==> config.mk <==
export PLATFORM = sky130hd
export DESIGN_NAME = spi_master_ctrl
export DESIGN_NICKNAME = d
export VERILOG_FILES = /design/src/rtl/spi_master_ctrl.sv
export SDC_FILE = /design/constraint.sdc
export NUM_CORES = 1
export LEC_CHECK = 0
export ABC_AREA = 1
export CAP_MARGIN = 20
export CORE_UTILIZATION = 35
export DETAILED_ROUTE_END_ITERATION = 10
export PLACE_DENSITY = 0.58
export SYNTH_ARGS = -nofsm -noshare
export SYNTH_HDL_FRONTEND = slang
export SYNTH_SLANG_ARGS = --single-unit
==> constraint.sdc <==
create_clock -name clk -period 4.37 [get_ports clk]
set_input_delay 0.874 -clock clk [delete_from_list [all_inputs] [get_ports clk]]
set_output_delay 0.874 -clock clk [all_outputs]
set_load 0.005 [all_outputs]
==> src/rtl/spi_master_ctrl.sv <==
// SPI master for the converter configuration port: one frame of 1..32 bits per request,
// with selectable launch/sample edge and read-back capture into spi_rdata.
module spi_master_ctrl #(
  parameter int CLK_DIV = 4
) (
  input  logic        clk,
  input  logic        rstb,
  input  logic [4:0]  spi_rw_len,
  input  logic        spi_d_rise_align,
  input  logic [31:0] spi_wdata,
  input  logic        spi_wr_en,
  input  logic        spi_rd_en,
  output logic [31:0] spi_rdata,
  output logic        spi_busy,
  output logic        spi_done,
  output logic        spi_csb,
  output logic        spi_sclk,
  output logic        spi_mosi,
  input  logic        spi_miso
);

  localparam int CW = $clog2(CLK_DIV + 1);
  localparam logic [CW-1:0] DIV_LAST = CW'(CLK_DIV - 1);

  typedef enum logic [2:0] {
    S_IDLE,
    S_SETUP,
    S_SHIFT,
    S_HOLD,
    S_GAP
  } state_t;

  state_t          state_reg;
  logic [CW-1:0]   div_cnt_reg;
  logic [5:0]      bit_cnt_reg;
  logic [4:0]      len_reg;
  logic            align_reg;
  logic            rd_reg;
  logic [31:0]     wdata_reg;
  logic [31:0]     cap_reg;

  logic            half_end;
  logic [4:0]      bit_idx;
  logic [4:0]      next_idx;
  logic [31:0]     cap_shift;
  logic [31:0]     len_mask;

  assign half_end  = (div_cnt_reg == DIV_LAST);
  assign bit_idx   = bit_cnt_reg[4:0];
  assign next_idx  = bit_idx - 5'd1;
  assign cap_shift = {cap_reg[30:0], spi_miso};
  assign len_mask  = 32'hFFFF_FFFF >> (5'd31 - len_reg);

  always_ff @(posedge clk or negedge rstb) begin
    if (!rstb) begin
      state_reg   <= S_IDLE;
      div_cnt_reg <= '0;
      bit_cnt_reg <= '0;
      len_reg     <= '0;
      align_reg   <= 1'b0;
      rd_reg      <= 1'b0;
      wdata_reg   <= '0;
      cap_reg     <= '0;
      spi_rdata   <= '0;
      spi_busy    <= 1'b0;
      spi_done    <= 1'b0;
      spi_csb     <= 1'b1;
      spi_sclk    <= 1'b0;
      spi_mosi    <= 1'b0;
    end else begin
      spi_done    <= 1'b0;
      div_cnt_reg <= half_end ? '0 : div_cnt_reg + CW'(1);
      case (state_reg)
        S_IDLE: begin
          div_cnt_reg <= '0;
          if (spi_wr_en || spi_rd_en) begin
            state_reg   <= S_SETUP;
            len_reg     <= spi_rw_len;
            align_reg   <= spi_d_rise_align;
            rd_reg      <= spi_rd_en;
            wdata_reg   <= spi_wdata;
            bit_cnt_reg <= {1'b0, spi_rw_len};
            cap_reg     <= '0;
            spi_csb     <= 1'b0;
            spi_busy    <= 1'b1;
            spi_mosi    <= spi_d_rise_align ? 1'b0 : spi_wdata[spi_rw_len];
          end
        end
        S_SETUP: begin
          // First SCLK rise happens on leaving SETUP
          if (half_end) begin
            state_reg <= S_SHIFT;
            spi_sclk  <= 1'b1;
            if (align_reg) spi_mosi <= wdata_reg[bit_idx];
            else           cap_reg  <= cap_shift;
          end
        end
        S_SHIFT: begin
          if (half_end) begin
            if (spi_sclk) begin
              spi_sclk <= 1'b0;
              if (align_reg)                spi_mosi <= spi_mosi;
              else if (bit_cnt_reg != 6'd0) spi_mosi <= wdata_reg[next_idx];
              if (align_reg) cap_reg <= cap_shift;
            end else if (bit_cnt_reg == 6'd0) begin
              state_reg <= S_HOLD;
            end else begin
              spi_sclk    <= 1'b1;
              bit_cnt_reg <= bit_cnt_reg - 6'd1;
              if (align_reg) spi_mosi <= wdata_reg[next_idx];
              else           cap_reg  <= cap_shift;
            end
          end
        end
        S_HOLD: begin
          if (half_end) begin
            state_reg <= S_GAP;
            spi_csb   <= 1'b1;
            spi_done  <= 1'b1;
            spi_mosi  <= 1'b0;
            if (rd_reg) spi_rdata <= cap_reg & len_mask;
          end
        end
        S_GAP: begin
          if (half_end) begin
            state_reg <= S_IDLE;
            spi_busy  <= 1'b0;
          end
        end
        default: state_reg <= S_IDLE;
      endcase
    end
  end

endmodule

==> impl_metrics.xml <==
<?xml version="1.0" encoding="UTF-8"?>
<metrics>
  <group name="cts">
    <metric name="cts.path.max_buffers" unit="">2</metric>
    <metric name="clock-root-buffer" unit="">sky130_fd_sc_hd__clkbuf_16</metric>
    <metric name="cts-buffers-inserted" unit="">17</metric>
    <metric name="worst_skew_pair.late_latency" unit="ns">0.42</metric>
    <metric name="cts_tree" unit="">built</metric>
    <metric name="cts-hold-fix-buffers" unit="">0</metric>
    <metric name="post_cts.resized_instances" unit="">0</metric>
    <metric name="cts_max_level" unit="">4</metric>
    <metric name="cts.repair_timing.setup_buffer_count" unit="">0</metric>
    <metric name="worst_setup_hold_path_clk_slew" unit="ns">0.06</metric>
    <metric name="numClockSinks" unit="">120</metric>
  </group>
  <group name="floorplan">
    <metric name="rows" unit="">49</metric>
    <metric name="top_level_ports" unit="">80</metric>
    <metric name="floorplan.initialDensity" unit="">0.357</metric>
    <metric name="die-area" unit="mm²">0.0189</metric>
    <metric name="die_width" unit="µm">137</metric>
    <metric name="fp.coreArea" unit="mm²">0.0180</metric>
    <metric name="die_h" unit="µm">137</metric>
  </group>
  <group name="routing">
    <metric name="route.detailed.wl_per_inst" unit="µm">15.7</metric>
    <metric name="route.final.wire_length" unit="mm">17.6</metric>
    <metric name="drt_pre_antenna_iters" unit="">5</metric>
    <metric name="dr.first_iter.drc_count" unit="">514</metric>
    <metric name="route.vias.total" unit="">5712</metric>
    <metric name="via_per_inst" unit="">5.08</metric>
    <metric name="route.antenna.remaining_nets" unit="">0</metric>
    <metric name="detail_route.drc_violations" unit="">0</metric>
  </group>
  <group name="critical_path">
    <metric name="critical_path.reg2reg.startpoint" unit="">bit_cnt_reg[1]</metric>
    <metric name="path_class" unit="">flip-flop to flip-flop</metric>
    <metric name="required" unit="ns">4.68</metric>
    <metric name="worst-path-buf-inv" unit="">3</metric>
    <metric name="worst_path_most_repeated_cell" unit="">sky130_fd_sc_hd__nor2_1</metric>
    <metric name="critPathMaxFanout" unit="">11</metric>
    <metric name="worst_path_dominant_cell_family" unit="">buffers and inverters</metric>
    <metric name="r2r_cells" unit="">13</metric>
    <metric name="critical-path-slowest-cell" unit="">sky130_fd_sc_hd__ha_1</metric>
    <metric name="critPathCaptureType" unit="">flip-flop</metric>
    <metric name="crit_arrival" unit="ns">3.43</metric>
    <metric name="crit_path_start_kind" unit="">flip-flop</metric>
    <metric name="r2r_setup_slack" unit="ns">1.25</metric>
    <metric name="crit-reg2reg-capture" unit="">spi_mosi</metric>
    <metric name="crit_path_cell_trace" unit="">inv_1 -&gt; ha_1 -&gt; clkinv_1 -&gt; a21oi_1 -&gt; o21ai_0 -&gt; nand2_1 -&gt; nor2_1 -&gt; nor2_1 -&gt; nor2_1 -&gt; nor2_1 -&gt; nand3_1 -&gt; nand2_1 -&gt; inv_1</metric>
    <metric name="slowest_delay" unit="ns">0.66</metric>
  </group>
  <group name="placement">
    <metric name="place_inst" unit="">1091</metric>
    <metric name="placed_cell_area" unit="mm²">0.00732</metric>
    <metric name="pre_cts_slack" unit="ns">1.23</metric>
    <metric name="post_detailed_placement_half_perimeter_wirelength" unit="mm">12.1</metric>
    <metric name="port_buffers" unit="">79</metric>
    <metric name="gp_congestion" unit="">0.923</metric>
  </group>
  <group name="power">
    <metric name="p_leak" unit="nW">3.65</metric>
    <metric name="ir_drop" unit="mV">0.317</metric>
    <metric name="power.density" unit="mW/mm²">388</metric>
  </group>
  <group name="global_routing">
    <metric name="globalRouteOverflowTotal" unit="">0</metric>
    <metric name="antenna_found_initial" unit="">0</metric>
    <metric name="grt_pass1_wl" unit="mm">29.4</metric>
    <metric name="groute.usage.overall" unit="">0.204</metric>
    <metric name="grt_start_max_net_pins" unit="">82</metric>
    <metric name="grt_pass1_vias" unit="">5631</metric>
  </group>
  <group name="timing">
    <metric name="fin_crit" unit="ns">3.12</metric>
    <metric name="finalSetupViolCount" unit="">0</metric>
    <metric name="finClkSkew" unit="ns">0.0111</metric>
    <metric name="worst_hold_slack" unit="ns">0.407</metric>
    <metric name="worst_slack" unit="ns">1.25</metric>
    <metric name="rsz_0062_raised_after_global_routing" unit="">false</metric>
    <metric name="report.final.slew_viol_count" unit="">0</metric>
    <metric name="final-hold-violation-count" unit="">0</metric>
    <metric name="fmax" unit="MHz">320</metric>
    <metric name="setup_total_negative_slack" unit="ns">0</metric>
    <metric name="final_min_period_over_clock_period" unit="">0.714</metric>
    <metric name="slew_headroom" unit="">0.433</metric>
    <metric name="timing_worst_slew_pin_value" unit="ns">0.848</metric>
  </group>
  <group name="logic_synthesis">
    <metric name="synthCells" unit="">822</metric>
    <metric name="ys_seq_elements" unit="">120</metric>
    <metric name="yosysWarningCount" unit="">0</metric>
    <metric name="synth.cell_area" unit="mm²">0.00642</metric>
    <metric name="ys_seq_area_frac" unit="">0.468</metric>
    <metric name="synthesized_net_count" unit="">867</metric>
    <metric name="ys_types" unit="">33</metric>
    <metric name="synth.avg_cell_area" unit="µm²">7.81</metric>
  </group>
  <group name="layout">
    <metric name="layout-drive-gt1-share" unit="">0.107</metric>
    <metric name="areaGrowthSynthToFinish" unit="%">24.6</metric>
    <metric name="nets" unit="">928</metric>
    <metric name="final_instance_count_excl_fillers" unit="">1125</metric>
    <metric name="post-route-cell-area" unit="mm²">0.00800</metric>
    <metric name="n_antenna_cell" unit="">0</metric>
  </group>
  <group name="outcome">
    <metric name="status" unit="">finished clean</metric>
  </group>
  <group name="flow_run">
    <metric name="timing.max_cap.violations" unit="">0</metric>
  </group>
  <group name="hold_path">
    <metric name="hold_path_class" unit="">input port to asynchronous set/reset pin</metric>
  </group>
</metrics>
## metrics by stage
step | utilization | power (mW)
floorplan | - | 1.48
global placement | 0.408 | 1.63
detailed placement | 0.408 | 1.63
CTS | 0.442 | 3.13
global route | 0.445 | 3.24
finish | 0.445 | 3.10
## area by class of cell
type,instances,area (µm²)
multi-input combinational,558,2810
tap,229,287
inverter,96,363
clock buffer,19,433
timing repair buffer,90,903
fill,1805,9970
sequential,120,3000
clock inverter,13,194
## per-layer routing
metal / vias to the layer above / wire [µm] / track usage
met4: 0 / 335 / 0.0696
li1: 2847 / - / -
met1: 2677 / 8550 / 0.280
met3: 27 / 755 / 0.0430
met5: - / 0 / 0
met2: 161 / 7990 / 0.316
## cells by family (layout without fill, tap and decap cells)
logic type	count (synthesis)	count (layout)	synth area share
AO/OA/AOI/OAI	166	166	0.180
flip-flops	120	120	0.468
buffers and inverters	144	218	0.0947
adder cells (fa/ha/maj)	2	2	0.00390
AND/OR/NAND/NOR	387	387	0.250
XOR/XNOR	3	3	0.00409
## layout by cell type (no fill, tap or decap), types with 14 or more instances in the layout
master	netlist	layout
sky130_fd_sc_hd__clkdlybuf4s50_1	0	78
sky130_fd_sc_hd__a21oi_1	14	14
sky130_fd_sc_hd__o2111ai_1	31	31
sky130_fd_sc_hd__o21ai_2	30	30
sky130_fd_sc_hd__nor2_1	43	43
sky130_fd_sc_hd__nand2_1	244	244
sky130_fd_sc_hd__clkbuf_16	0	17
sky130_fd_sc_hd__nand3_1	83	83
sky130_fd_sc_hd__o21ai_0	64	64
sky130_fd_sc_hd__inv_1	84	84
sky130_fd_sc_hd__dfrtp_1	119	119
## synthesized netlist by cell type (all sizes together)
cell type / count / area, µm²
nand2: 249 / 947
dfrtp: 119 / 2980
o21ai: 97 / 609
inv: 93 / 352
nand3: 84 / 425
nor2: 47 / 191
o2111ai: 31 / 272
buf: 26 / 163
clkbuf: 22 / 82.6
a21oi: 15 / 86.3
o41ai: 10 / 87.6
o31ai: 8 / 60.1
o211ai: 5 / 37.5
nor3: 4 / 20.0
clkinv: 3 / 11.3
ha: 2 / 25.0
or2: 2 / 12.5
xor2: 2 / 17.5
dfstp: 1 / 26.3
nor4: 1 / 6.26
xnor2: 1 / 8.76
## where the power goes
| part | switching [mW] | internal [mW] | total [mW] |
|---|---|---|---|
| sequential | 0.0714 | 1.21 | 1.28 |
| clock | 0.532 | 0.960 | 1.49 |
| combinational | 0.190 | 0.138 | 0.328 |
## worst max-delay path by stage
stage / start / to / slack (ns) / depth (start not counted)
global placement: bit_cnt_reg[1] / spi_mosi / 1.22 / 13
floorplan: bit_cnt_reg[1] / spi_mosi / 2.17 / 16
detailed placement: spi_rd_en / cap_reg[1] / 1.23 / 9
CTS: bit_cnt_reg[0] / spi_mosi / 1.23 / 15
finish: bit_cnt_reg[1] / spi_mosi / 1.25 / 13
global route: bit_cnt_reg[0] / spi_mosi / 0.99 / 15
No activity file was read; power rests on OpenSTA's default activity.
